<file path="src/rtl/axi4_id_limiter_pkg.sv">
// axi4_lim_pkg: shared widths, counter sizing helper and AW/AR payload type for the ID limiter.
package axi4_lim_pkg;
  localparam int ID_W = 4;
  localparam int NUM_IDS = 2 ** ID_W;
  function automatic int clog2(input int v);
    int r;
    r = 0;
    while ((1 << r) < v) r++;
    return r;
  endfunction
  typedef struct packed {
    logic [ID_W-1:0] id;
    logic [30:0]     addr;
    logic [7:0]      len;
    logic [2:0]      size;
    logic [1:0]      burst;
    logic            lock;
    logic [3:0]      cache;
    logic [2:0]      prot;
    logic [3:0]      qos;
  } ax_t;
endpackage

</file>
<file path="src/rtl/axi4_id_limiter_bank.sv">
// axi4_id_counter_bank: one outstanding-transaction counter per ID with clamped decrement.
module axi4_id_counter_bank #(
  parameter int NUM = 16,
  parameter int IW  = 4,
  parameter int CW  = 3
) (
  input  logic                   clk,
  input  logic                   rst_n,
  input  logic                   inc_en,
  input  logic [IW-1:0]          inc_id,
  input  logic                   dec_en,
  input  logic [IW-1:0]          dec_id,
  output logic [NUM-1:0][CW-1:0] cnt_vec,
  output logic                   underflow,
  output logic                   any_nonzero
);
  assign underflow = dec_en && cnt_vec[dec_id] == '0;
  assign any_nonzero = |cnt_vec;
  // A simultaneous inc and dec on the same ID cancels; a dec at zero holds zero.
  always_ff @(posedge clk or negedge rst_n)
    if (!rst_n) cnt_vec <= '0;
    else
      for (int i = 0; i < NUM; i++) begin
        if (inc_en && inc_id == IW'(i) && !(dec_en && dec_id == IW'(i)))
          cnt_vec[i] <= cnt_vec[i] + 1'b1;
        else if (dec_en && dec_id == IW'(i) && !(inc_en && inc_id == IW'(i)) && cnt_vec[i] != '0)
          cnt_vec[i] <= cnt_vec[i] - 1'b1;
      end
endmodule

</file>
<file path="src/rtl/axi4_id_limiter.sv">
// axi4_id_limiter: per-ID outstanding limits on AR/AW, W gated behind accepted AWs,
// sticky flag for responses to IDs with nothing outstanding. Zero-latency passthrough.
module axi4_id_limiter import axi4_lim_pkg::*; #(
  parameter int MAX_OUT   = 4,
  parameter int MAX_WPEND = 8
) (
  input  logic        clock,
  input  logic        reset,
  input  logic        auto_in_aw_valid,
  output logic        auto_in_aw_ready,
  input  logic [3:0]  auto_in_aw_id,
  input  logic [30:0] auto_in_aw_addr,
  input  logic [7:0]  auto_in_aw_len,
  input  logic [2:0]  auto_in_aw_size,
  input  logic [1:0]  auto_in_aw_burst,
  input  logic        auto_in_aw_lock,
  input  logic [3:0]  auto_in_aw_cache,
  input  logic [2:0]  auto_in_aw_prot,
  input  logic [3:0]  auto_in_aw_qos,
  input  logic        auto_in_w_valid,
  output logic        auto_in_w_ready,
  input  logic [63:0] auto_in_w_data,
  input  logic [7:0]  auto_in_w_strb,
  input  logic        auto_in_w_last,
  output logic        auto_in_b_valid,
  input  logic        auto_in_b_ready,
  output logic [3:0]  auto_in_b_id,
  input  logic        auto_in_ar_valid,
  output logic        auto_in_ar_ready,
  input  logic [3:0]  auto_in_ar_id,
  input  logic [30:0] auto_in_ar_addr,
  input  logic [7:0]  auto_in_ar_len,
  input  logic [2:0]  auto_in_ar_size,
  input  logic [1:0]  auto_in_ar_burst,
  input  logic        auto_in_ar_lock,
  input  logic [3:0]  auto_in_ar_cache,
  input  logic [2:0]  auto_in_ar_prot,
  input  logic [3:0]  auto_in_ar_qos,
  output logic        auto_in_r_valid,
  input  logic        auto_in_r_ready,
  output logic [3:0]  auto_in_r_id,
  output logic [63:0] auto_in_r_data,
  output logic        auto_in_r_last,
  output logic        auto_out_aw_valid,
  input  logic        auto_out_aw_ready,
  output logic [3:0]  auto_out_aw_id,
  output logic [30:0] auto_out_aw_addr,
  output logic [7:0]  auto_out_aw_len,
  output logic [2:0]  auto_out_aw_size,
  output logic [1:0]  auto_out_aw_burst,
  output logic        auto_out_aw_lock,
  output logic [3:0]  auto_out_aw_cache,
  output logic [2:0]  auto_out_aw_prot,
  output logic [3:0]  auto_out_aw_qos,
  output logic        auto_out_w_valid,
  input  logic        auto_out_w_ready,
  output logic [63:0] auto_out_w_data,
  output logic [7:0]  auto_out_w_strb,
  output logic        auto_out_w_last,
  input  logic        auto_out_b_valid,
  output logic        auto_out_b_ready,
  input  logic [3:0]  auto_out_b_id,
  output logic        auto_out_ar_valid,
  input  logic        auto_out_ar_ready,
  output logic [3:0]  auto_out_ar_id,
  output logic [30:0] auto_out_ar_addr,
  output logic [7:0]  auto_out_ar_len,
  output logic [2:0]  auto_out_ar_size,
  output logic [1:0]  auto_out_ar_burst,
  output logic        auto_out_ar_lock,
  output logic [3:0]  auto_out_ar_cache,
  output logic [2:0]  auto_out_ar_prot,
  output logic [3:0]  auto_out_ar_qos,
  input  logic        auto_out_r_valid,
  output logic        auto_out_r_ready,
  input  logic [3:0]  auto_out_r_id,
  input  logic [63:0] auto_out_r_data,
  input  logic        auto_out_r_last,
  output logic        err_underflow,
  output logic        rd_busy,
  output logic        wr_busy
);
  localparam int CW = clog2(MAX_OUT + 1);
  localparam int PW = clog2(MAX_WPEND + 1);
  ax_t aw, ar;
  logic [NUM_IDS-1:0][CW-1:0] rd_cnt, wr_cnt;
  logic [PW-1:0] wpend;
  logic ar_ok, aw_ok, w_ok, ar_fire, aw_fire, wl_fire, rl_fire, b_fire, rd_uf, wr_uf, rd_any, wr_any;
  assign aw = {auto_in_aw_id, auto_in_aw_addr, auto_in_aw_len, auto_in_aw_size, auto_in_aw_burst,
               auto_in_aw_lock, auto_in_aw_cache, auto_in_aw_prot, auto_in_aw_qos};
  assign ar = {auto_in_ar_id, auto_in_ar_addr, auto_in_ar_len, auto_in_ar_size, auto_in_ar_burst,
               auto_in_ar_lock, auto_in_ar_cache, auto_in_ar_prot, auto_in_ar_qos};
  assign {auto_out_aw_id, auto_out_aw_addr, auto_out_aw_len, auto_out_aw_size, auto_out_aw_burst,
          auto_out_aw_lock, auto_out_aw_cache, auto_out_aw_prot, auto_out_aw_qos} = aw;
  assign {auto_out_ar_id, auto_out_ar_addr, auto_out_ar_len, auto_out_ar_size, auto_out_ar_burst,
          auto_out_ar_lock, auto_out_ar_cache, auto_out_ar_prot, auto_out_ar_qos} = ar;
  // Gating looks only at registered counts, so ready never depends on valid.
  assign ar_ok = rd_cnt[ar.id] < CW'(MAX_OUT);
  assign aw_ok = wr_cnt[aw.id] < CW'(MAX_OUT) && wpend < PW'(MAX_WPEND);
  assign w_ok = wpend != '0;
  assign auto_out_ar_valid = auto_in_ar_valid & ar_ok;
  assign auto_in_ar_ready = auto_out_ar_ready & ar_ok;
  assign auto_out_aw_valid = auto_in_aw_valid & aw_ok;
  assign auto_in_aw_ready = auto_out_aw_ready & aw_ok;
  assign auto_out_w_valid = auto_in_w_valid & w_ok;
  assign auto_in_w_ready = auto_out_w_ready & w_ok;
  assign {auto_out_w_data, auto_out_w_strb, auto_out_w_last} = {auto_in_w_data, auto_in_w_strb, auto_in_w_last};
  assign {auto_in_r_valid, auto_in_r_id, auto_in_r_data, auto_in_r_last} =
         {auto_out_r_valid, auto_out_r_id, auto_out_r_data, auto_out_r_last};
  assign auto_out_r_ready = auto_in_r_ready;
  assign {auto_in_b_valid, auto_in_b_id} = {auto_out_b_valid, auto_out_b_id};
  assign auto_out_b_ready = auto_in_b_ready;
  assign ar_fire = auto_out_ar_valid & auto_out_ar_ready;
  assign aw_fire = auto_out_aw_valid & auto_out_aw_ready;
  assign wl_fire = auto_out_w_valid & auto_out_w_ready & auto_out_w_last;
  assign rl_fire = auto_out_r_valid & auto_in_r_ready & auto_out_r_last;
  assign b_fire = auto_out_b_valid & auto_in_b_ready;
  axi4_id_counter_bank #(.NUM(NUM_IDS), .IW(ID_W), .CW(CW)) u_rd (
    .clk(clock), .rst_n(reset), .inc_en(ar_fire), .inc_id(ar.id), .dec_en(rl_fire),
    .dec_id(auto_out_r_id), .cnt_vec(rd_cnt), .underflow(rd_uf), .any_nonzero(rd_any));
  axi4_id_counter_bank #(.NUM(NUM_IDS), .IW(ID_W), .CW(CW)) u_wr (
    .clk(clock), .rst_n(reset), .inc_en(aw_fire), .inc_id(aw.id), .dec_en(b_fire),
    .dec_id(auto_out_b_id), .cnt_vec(wr_cnt), .underflow(wr_uf), .any_nonzero(wr_any));
  // wl_fire implies wpend is nonzero, so the decrement cannot wrap.
  always_ff @(posedge clock or negedge reset)
    if (!reset) begin
      wpend <= '0;
      err_underflow <= 1'b0;
    end else begin
      if (aw_fire && !wl_fire) wpend <= wpend + 1'b1;
      else if (wl_fire && !aw_fire) wpend <= wpend - 1'b1;
      if (rd_uf || wr_uf) err_underflow <= 1'b1;
    end
  assign rd_busy = rd_any;
  assign wr_busy = wr_any | w_ok;
endmodule

</file>
<file path="config.mk">
export PLATFORM = sky130hd
export DESIGN_NAME = axi4_id_limiter
export DESIGN_NICKNAME = d
export VERILOG_FILES = /design/src/rtl/axi4_id_limiter_pkg.sv /design/src/rtl/axi4_id_limiter_bank.sv /design/src/rtl/axi4_id_limiter.sv
export SDC_FILE = /design/constraint.sdc
export NUM_CORES = 1
export LEC_CHECK = 0
export BUFFER_PORTS_ARGS = -buffer_cell sky130_fd_sc_hd__buf_4
export CORE_AREA = 2 2 218 220
export CTS_CLUSTER_SIZE = 14
export DETAILED_ROUTE_END_ITERATION = 12
export DIE_AREA = 0 0 220 222
export SYNTH_ARGS = -nofsm -noshare
export SYNTH_HDL_FRONTEND = slang
export SYNTH_SLANG_ARGS = --single-unit
</file>
<file path="constraint.sdc">
create_clock -name clock -period 3.3 [get_ports clock]
set_input_delay 0.165 -clock clock [delete_from_list [all_inputs] [get_ports clock]]
set_output_delay 0.165 -clock clock [all_outputs]
set_load 0.05 [all_outputs]
</file>
==> results.json, run 1 <==
{
  "synth.avg_cell_area_sq_um": 8.38,
  "ios": 557,
  "fin_setup_tns_ns": 0,
  "hold_slack_ns": 0.254,
  "cts_buffers": 9,
  "fin_ws_ns": 0.319,
  "grt_max_degree": 53,
  "seqPwrFrac_pct": 43.1,
  "post-cts-setup-buffers": 0,
  "port_buffers": 60,
  "vias": 7476,
  "status": "complete, no violations",
  "cts.sinks": 101,
  "slew_headroom_pct": 52.1,
  "crit_type": "flop to flop",
  "combPwrFrac_pct": 37.6,
  "drive_gt1_share_pct": 13.5,
  "worstPathRequired_ns": 3.62,
  "slowest_delay_ns": 0.52,
  "setup_viol": 0,
  "die_y_um": 222,
  "swShare_pct": 42.1,
  "start_util_pct": 21.2,
  "via_per_inst": 4.74,
  "areaGrowthSynthToFinish_pct": -5.20,
  "slowest_stage": "mux4_2",
  "synth_ff_type": "dfrtp_1",
  "finalNetCount": 1280,
  "grt-ovfl-total": 0,
  "yosysUniqueCellTypes": 69,
  "rows": 79,
  "die_area_sq_mm": 0.0488,
  "clock_skew_ns": 0.00815,
  "p_leak_uw": 0.00356,
  "dr.pass1.iters": 5,
  "finalInstanceArea_sq_mm": 0.00931,
  "wl_per_cell_um": 15.5,
  "post_dp_cell_area_sq_mm": 0.00902,
  "synthArstFlopShare_pct": 100,
  "wl_mm": 24.4,
  "yosys_warnings": 0,
  "synthCells": 1172,
  "ir_drop_uv": 361,
  "rsz0062_at_grt": "false",
  "synth_nets": 1486,
  "fillers": 5123,
  "grt_first_pass_wirelength_mm": 38.9,
  "synth-edff-count": 0,
  "power_uw": 5550,
  "p_clk_share_pct": 19.3,
  "ant_nets": 0,
  "period_share_pct": 90.3,
  "grtUsageTotal_pct": 10.0,
  "insertion_delay_ns": 0.38,
  "antenna_found_initial": 0,
  "r2r_slack_ns": 0.32,
  "ys_seq_area_share_pct": 25.7,
  "clk_pin_slew_ns": 0.07,
  "cap_viol_max_count": 0,
  "htree_levels": 3,
  "final_common_cell": "nor2_1",
  "crit_chain": "mux4_2, or3b_4, or2_4, a21oi_2, inv_1, fa_1, or4_1, nand3_1",
  "finalCriticalPeriod_ns": 2.98,
  "drc": 0,
  "cts_tree": "done",
  "maxSlewViolCount": 0,
  "fp.dieW_um": 220,
  "cp.arrival_ns": 3.30,
  "pre_cts_ws_ns": 0.317,
  "synth_largest_area_cell": "dfrtp_1",
  "hp-class": "primary input to flop",
  "ys_seq_elements": 101,
  "synth_area_sq_mm": 0.00982,
  "core_area_sq_mm": 0.0463,
  "antenna_cells": 0,
  "power_density_mw_per_mm2": 596,
  "root_buffer": "clkbuf_16",
  "grt_pass1_vias": 7156,
  "clock_path_buffers": 2,
  "gp_congestion": 0.830,
  "start_kind": "flop",
  "path_max_fanout": 7,
  "dp_hpwl_mm": 18.4,
  "drt_iter0_markers": 590,
  "worst_pin_slew_ns": 0.719,
  "synth_top_area_share_pct": 25.7,
  "synthTopCellsByArea": "dfrtp_1, buf_4, fa_1",
  "final_cell_mix": "nor2_1, dfrtp_1, nand2_1",
  "p_int_uw": 3220,
  "hold_viol": 0,
  "end_kind": "flop",
  "fmax_ghz": 0.336,
  "switchingPower_uw": 2340
}
per-stage QoR:
stage / instances / util, %
floorplan: 1172 / -
global placement: 1561 / 19.5
detailed placement: 1561 / 19.5
CTS: 1577 / 20.1
global route: 1577 / 20.1
finish: 1577 / 20.1
worst max-delay path, delay by kind of cell, from the launching register on:
family | cells | cell delay [ns]
adder cells (fa/ha/maj) | 1 | 0.38
buffers and inverters | 1 | 0.08
AO/OA/AOI/OAI | 1 | 0.19
AND/OR/NAND/NOR | 4 | 1.30
flip-flops | 1 | 0.45
multiplexers | 1 | 0.52
per-layer routing:
| layer | up-vias | wire length [um] | GRT usage, % |
|---|---|---|---|
| li1 | 3468 | - | - |
| met1 | 3542 | 10200 | 12.6 |
| met2 | 409 | 10700 | 14.8 |
| met3 | 57 | 2880 | 4.94 |
| met4 | 0 | 507 | 3.42 |
| met5 | - | 0 | 0.909 |
final cells by class:
| class | count | area, sq um | area share, % |
|---|---|---|---|
| Multi-Input combinational cell | 749 | 5070 | 54.4 |
| Sequential cell | 101 | 2530 | 27.1 |
| Tap cell | 607 | 759 | 8.15 |
| Timing Repair Buffer | 73 | 563 | 6.05 |
| Clock buffer | 12 | 256 | 2.75 |
| Inverter | 32 | 120 | 1.29 |
| Clock inverter | 3 | 21.3 | 0.228 |
synthesized netlist by cell type (5+ instances only):
cell / count
o21ai_0: 73
clkbuf_1: 12
mux2i_1: 28
or4_1: 8
buf_4: 270
xnor2_1: 10
nor3_2: 6
nor2_1: 123
a22oi_1: 6
or3_1: 9
nand2_1: 95
a21o_1: 5
o22ai_1: 8
o211ai_1: 17
nand2b_1: 11
nor2b_1: 12
inv_1: 31
mux2_2: 19
a211oi_1: 7
a21oi_1: 25
fa_1: 33
o31a_1: 10
a31oi_1: 8
and2_1: 9
a22o_1: 7
o221ai_1: 14
nor4_1: 16
dfrtp_1: 101
mux4_2: 7
a2111oi_0: 6
nor3_1: 38
nand3_1: 52
nand4_1: 10
buf_2: 5
and3_1: 11
o21a_1: 9
xor2_1: 10
kinds of logic (layout without fill, tap and decap cells):
group / after synthesis / after routing / synth area share, %
AOI/OAI and AO/OA: 217 / 217 / 14.8
and+or+nand+nor: 421 / 421 / 21.1
xor gates and xnor gates: 20 / 20 / 1.78
muxes: 55 / 55 / 6.75
buffers and inverters: 322 / 120 / 22.8
adders and majority gates: 36 / 36 / 7.11
DFF: 101 / 101 / 25.7
timing repair:
| item | in CTS | in global routing |
|---|---|---|
| endpoints found under the setup margin | 0 | 1 |
| hold buffers | 1 | 0 |
| endpoints found under the hold margin | 49 | 0 |
| gates resized for setup | 0 | 1 |
power by group through the flow:
| stage | Sequential, uW | Combinational (uW) | Clock (uW) |
|---|---|---|---|
| after floorplan | 2210 | 2440 | 0 |
| after global placement | 2380 | 1980 | 0 |
| after detailed placement | 2400 | 2090 | 0 |
| after CTS | 2390 | 2100 | 1120 |
| after global routing | 2500 | 2390 | 1160 |
| final | 2400 | 2090 | 1070 |
final timing paths:
path | start | end | depth (start not counted)
worst max-delay path | u_rd.cnt_vec[35] | u_rd.cnt_vec[35] | 8
worst min-delay path | auto_in_ar_id[1] | u_rd.cnt_vec[37] | 4
worst min register to register | wpend[2] | wpend[2] | 2
worst max register to register | u_rd.cnt_vec[35] | u_rd.cnt_vec[35] | 8
min in group asynchronous | reset | u_rd.cnt_vec[39] | 2
max in group asynchronous | reset | u_wr.cnt_vec[33] | 3
flip-flops by register name, indices dropped and copies added, names as in the netlist:
register       cells
u_rd.cnt_vec      48
u_wr.cnt_vec      48
wpend              4
err_underflow      1
(Power assumes the default switching activity.)
==> inputs of run 2 (changes only) <==
ABC_CLOCK_PERIOD_IN_PS = 3300   (was default)
BUFFER_PORTS_ARGS = -buffer_cell sky130_fd_sc_hd__buf_2   (was -buffer_cell sky130_fd_sc_hd__buf_4)
==> run 2 against run 1 <==
Net effect: worst hold slack improved by 0.033 ns; critical path type unchanged; critical endpoint is now u_wr.cnt_vec[1]; count of clock-buffer cells in the layout stayed put; first-iteration DRC count rose by 2.7%; largest power group unchanged; largest cell class unchanged; maximum frequency shrank 3.5%; register-to-register slack worse by 0.11 ns; via count up 0.28%.
==> results.json, run 2 (same netlist as run 1, synthesis figures left out) <==
{
  "slowest_delay_ns": 0.48,
  "vias": 7497,
  "end_kind": "flop",
  "antenna_cells": 0,
  "crit_path_start": "u_wr.cnt_vec[29]",
  "grtUsageTotal_pct": 9.79,
  "hp-class": "primary input to flop",
  "antenna_found_initial": 0,
  "crit_chain": "mux2_2, a221oi_4, nand3_1, a21oi_1, inv_1, fa_1, o21ai_0, o21ai_0, a22oi_1, o21ai_0",
  "ir_drop_uv": 312,
  "grt_max_degree": 65,
  "drc": 0,
  "dp_hpwl_mm": 18.7,
  "r2r-end": "u_wr.cnt_vec[1]",
  "core_area_sq_mm": 0.0463,
  "cp_common_cell": "o21ai_0",
  "swShare_pct": 41.6,
  "rsz0062_at_grt": "false",
  "grt-ovfl-total": 0,
  "start_kind": "flop",
  "port_buffers": 60,
  "dr_wl_met3_mm": 2.56,
  "dr.pass1.iters": 5,
  "clock_skew_ns": 0.00966,
  "rows": 79,
  "finalNetCount": 1285,
  "ios": 557,
  "path_depth": 10,
  "insertion_delay_ns": 0.38,
  "grt_pass1_vias": 7128,
  "die_area_sq_mm": 0.0488,
  "critPathBufInv": 1,
  "fp.dieW_um": 220,
  "met1_length_mm": 10.2,
  "via_per_inst": 4.74,
  "worst_pin_slew_ns": 0.844,
  "path_max_fanout": 10,
  "p_int_uw": 3250,
  "cp.arrival_ns": 3.34,
  "gp_congestion": 0.854,
  "setup_viol": 0,
  "cpLargestDelayFamily": "compound AO/OA/AOI/OAI gates",
  "cap_viol_max_count": 0,
  "start_util_pct": 21.2,
  "fillers": 5127,
  "grt_first_pass_wirelength_mm": 38.0,
  "fin_ws_ns": 0.212,
  "cts_buffers": 9,
  "hold_depth": 4,
  "drive_gt1_share_pct": 13.8,
  "ant_nets": 0,
  "p_leak_uw": 0.00353,
  "drt_iter0_markers": 606,
  "final_cell_mix": "nor2_1, dfrtp_1, nand2_1",
  "clk_pin_slew_ns": 0.07,
  "fin_setup_tns_ns": 0,
  "post-cts-setup-buffers": 0,
  "final_common_cell": "nor2_1",
  "worstPathRequired_ns": 3.56,
  "pre_cts_ws_ns": 0.226,
  "reg2reg_from": "u_wr.cnt_vec[29]",
  "cts.sinks": 101,
  "highest_layer": "met4",
  "status": "complete, no violations",
  "die_y_um": 222,
  "power_density_mw_per_mm2": 604,
  "root_buffer": "clkbuf_16",
  "slew_headroom_pct": 43.4,
  "areaGrowthSynthToFinish_pct": -6.20,
  "crit_type": "flop to flop",
  "wl_met2_mm": 11.1,
  "wl_per_cell_um": 15.4,
  "r2r_slack_ns": 0.21,
  "slowest_stage": "a221oi_4",
  "wl_mm": 24.3,
  "crit_path_end": "u_wr.cnt_vec[1]",
  "switchingPower_uw": 2320,
  "maxSlewViolCount": 0,
  "htree_levels": 3,
  "combPwrFrac_pct": 37.1,
  "hold_viol": 0,
  "reg2regPathDepth": 10,
  "period_share_pct": 93.6,
  "fmax_ghz": 0.324,
  "clock_path_buffers": 2,
  "cts_tree": "done",
  "p_clk_share_pct": 20.0,
  "seqPwrFrac_pct": 42.8,
  "finalCriticalPeriod_ns": 3.09,
  "largestRegisters": "u_rd.cnt_vec (48), u_wr.cnt_vec (48), wpend (4)"
}
## run 2: changes by cell type in the layout (fill, tap and decap cells not counted)
cell       before  now
bufinv_16       0    1
clkbuf_8        2    1
buf_4          71   17
clkinv_4        1    0
nand3_1        51   52
clkbuf_1        1    2
buf_2           0   59
nand3_2         1    0
clkinv_2        1    2
## run 2: tightest hold or removal path, cell delays in order
cell	delay (ns)
buf_2	0.18
nor3_2	0.09
nand2_1	0.10
mux2i_1	0.08
## run 2: worst min path at each step
| stage | from | to |
|---|---|---|
| 2_1_floorplan | reset | err_underflow |
| 3_3_place_gp | reset | u_rd.cnt_vec[40] |
| 3_5_place_dp | reset | u_rd.cnt_vec[40] |
| 4_1_cts | auto_in_ar_id[3] | u_rd.cnt_vec[7] |
| 5_1_grt | auto_in_ar_id[1] | u_rd.cnt_vec[25] |
| 6_report | auto_in_ar_id[3] | u_rd.cnt_vec[7] |
## run 2: power groups by stage
stage | logic (uW) | clock network (uW) | registers (uW)
after floorplan | 2440 | 0 | 2210
after global placement | 1950 | 0 | 2380
after detailed placement | 2070 | 0 | 2400
after CTS | 2070 | 1170 | 2380
after global routing | 2360 | 1200 | 2490
final | 2070 | 1120 | 2390
## run 2: layout make-up
class	instances	area (sq um)	share of cell area [%]
clock buffers	12	246	2.67
multi-input cells	749	5060	54.9
inverters	32	120	1.30
clock inverters	4	47.5	0.516
flip-flops and latches	101	2530	27.4
repair buffers	78	453	4.92
well taps	607	759	8.24
## run 2: what timing repair did
action / in CTS / in global routing
hold buffers: 1 / 0
gates resized for setup: 0 / 0
endpoints found under the hold margin: 37 / 0
## run 2: routing by layer
| metal | vias to the layer above | global-route usage, % |
|---|---|---|
| met2 | 356 | 15.2 |
| met5 | - | 0.909 |
| met4 | 0 | 3.03 |
| met1 | 3623 | 11.6 |
| li1 | 3470 | - |
| met3 | 48 | 4.98 |
## run 2: through the flow
stage	total power [uW]	utilization [%]	hold WS (ns)	cell area (sq um)	instances
final	5570	19.9	0.287	9220	1583
after global routing	6050	19.9	0.304	9220	1583
after CTS	5620	19.9	0.268	9220	1583
after detailed placement	4460	19.3	0.198	8910	1566
after global placement	4330	19.3	0.197	8910	1566
after floorplan	4650	-	-0.131	9820	1172
==> inputs of run 3 (changes only) <==
REMOVE_ABC_BUFFERS = 1   (was default)
SKIP_LAST_GASP = 1   (was default)
==> run 3 against run 2 <==
Net effect: global-route usage is 29 points higher; maximum frequency is 1.4% higher; sequential cell count stayed put; cell area is 2.2% higher; wire length grew to 3.9 times the previous value; largest cell class unchanged; final cell count is 1.9% higher; first-iteration DRC count is 36% higher; count of clock-buffer cells in the layout is 2 lower; combinational power is 4% higher; setup slack better by 0.044 ns.
==> results.json, run 3 (same netlist as run 1, synthesis figures left out) <==
{
  "cp.arrival_ns": 3.32,
  "fp.dieW_um": 220,
  "fillers": 5152,
  "insertion_delay_ns": 0.40,
  "swShare_pct": 44.3,
  "power_uw": 5720,
  "port_buffers": 60,
  "fin_util_pct": 20.4,
  "grtUsageTotal_pct": 38.7,
  "hold_viol": 0,
  "drt_iter0_markers": 824,
  "vias": 8768,
  "dpl.cell_count": 1595,
  "maxSlewViolCount": 0,
  "finalCriticalPeriod_ns": 3.04,
  "status": "complete, no violations",
  "antenna_found_initial": 1,
  "drc": 0,
  "start_util_pct": 21.2,
  "htree_levels": 3,
  "cts_buffers": 9,
  "rsz0062_at_grt": "false",
  "hp-class": "primary input to flop",
  "dp_hpwl_mm": 88.5,
  "fin_setup_tns_ns": 0,
  "post_dp_cell_area_sq_mm": 0.00912,
  "clock_skew_ns": 0.0209,
  "power_density_mw_per_mm2": 607,
  "gp_congestion": 1.39,
  "via_per_inst": 5.44,
  "final_cell_mix": "nor2_1, dfrtp_1, nand2_1",
  "seq_area_sq_mm": 0.00253,
  "ant_nets": 0,
  "die_area_sq_mm": 0.0488,
  "worstPathRequired_ns": 3.58,
  "combPwrFrac_pct": 37.6,
  "cap_viol_max_count": 0,
  "finalInstanceArea_sq_mm": 0.00942,
  "largestRegisters": "u_rd.cnt_vec (48), u_wr.cnt_vec (48), wpend (4)",
  "die_y_um": 222,
  "final_cells": 1613,
  "seqPwrFrac_pct": 42.3,
  "ir_drop_uv": 336,
  "path_max_fanout": 10,
  "worst_pin_slew_ns": 0.802,
  "p_clk_share_pct": 20.1,
  "setup_viol": 0,
  "cts.sinks": 101,
  "core_area_sq_mm": 0.0463,
  "grt_first_pass_wirelength_mm": 114,
  "ios": 557,
  "post-cts-setup-buffers": 0,
  "p_int_uw": 3180,
  "cts_tree": "done",
  "finalNetCount": 1314,
  "slew_headroom_pct": 46.1,
  "crit_type": "flop to flop",
  "areaGrowthSynthToFinish_pct": -4.13,
  "wl_mm": 95.8,
  "period_share_pct": 92.2,
  "clock_path_buffers": 2,
  "p_leak_uw": 0.00367,
  "final_common_cell": "nor2_1",
  "dr.pass1.iters": 7,
  "grt_max_degree": 55,
  "end_kind": "flop",
  "rows": 79,
  "root_buffer": "clkbuf_16",
  "fmax_ghz": 0.329,
  "grt-ovfl-total": 0,
  "drive_gt1_share_pct": 16.6,
  "grt_pass1_vias": 8175,
  "switchingPower_uw": 2540,
  "clk_pin_slew_ns": 0.08,
  "start_kind": "flop",
  "wl_per_cell_um": 59.4,
  "multiInputGateArea_sq_mm": 0.00507
}
## run 3: cell types whose count changed in the layout (fill, tap and decap cells not counted)
cell	change
clkbuf_8	-1
buf_12	-1
clkbuf_1	-1
nand3_1	-2
clkinv_2	-1
inv_8	+1
bufinv_16	-1
nand3_2	+2
buf_4	+30
inv_6	+4
diode_2	+1
clkinvlp_4	-1
## run 3: power by group through the flow
| stage | Sequential (uW) | Clock, uW | Combinational (uW) |
|---|---|---|---|
| after floorplan | 2230 | 0 | 1520 |
| after global placement | 2410 | 0 | 2050 |
| after detailed placement | 2420 | 0 | 2130 |
| after CTS | 2400 | 1170 | 2140 |
| after global routing | 2520 | 1220 | 2440 |
| final | 2420 | 1150 | 2150 |
## run 3: final timing paths
| check | to | start | slack (ns) | depth (start not counted) |
|---|---|---|---|---|
| setup / recovery | u_wr.cnt_vec[1] | u_wr.cnt_vec[29] | 0.26 | 10 |
| hold / removal | wpend[0] | auto_in_w_valid | 0.27 | 4 |
| setup reg to reg | u_wr.cnt_vec[1] | u_wr.cnt_vec[29] | 0.26 | 10 |
| hold reg to reg | u_wr.cnt_vec[17] | u_wr.cnt_vec[17] | 0.51 | 1 |
| max in group asynchronous | u_rd.cnt_vec[24] | reset | 2.07 | 3 |
| min in group asynchronous | wpend[2] | reset | 0.37 | 2 |
## run 3: per-layer routing
| layer | global-route usage (%) | vias to the layer above | routed length [um] |
|---|---|---|---|
| li1 | - | 3532 | - |
| met1 | 17.3 | 4061 | 15200 |
| met2 | 55.9 | 884 | 39700 |
| met3 | 47.6 | 269 | 25000 |
| met4 | 47.1 | 22 | 14800 |
| met5 | 19.1 | - | 1190 |
## run 3: metrics by stage
stage          worst slack (ns)  hold WS (ns)
6_report                  0.256         0.266
2_1_floorplan             0.483        -0.131
3_5_place_dp              0.188         0.298
5_1_grt                  0.0173         0.307
3_3_place_gp              0.272         0.291
4_1_cts                   0.244         0.261
## run 3: area by class of cell
class                   instances  area share (%)
clock inverters                 6           0.545
clock buffers                  10            2.43
multi-input cells             749            53.8
well taps                     607            8.06
repair buffers                107            6.99
diodes                          1          0.0266
flip-flops and latches        101            26.8
inverters                      32            1.28
## run 3: critical path: stages, from the launching register on
cell      delay, ns
dfrtp_1        0.47
mux2_2         0.34
a221oi_4       0.51
nand3_2        0.26
a21oi_1        0.30
inv_1          0.09
fa_1           0.48
o21ai_0        0.10
o21ai_0        0.11
a22oi_1        0.17
o21ai_0        0.10
## run 3: timing repair
action                                 CTS  global route
hold buffers                             1             0
setup endpoints to repair                0             2
endpoints found under the hold margin   51             0
resized for setup                        0             2
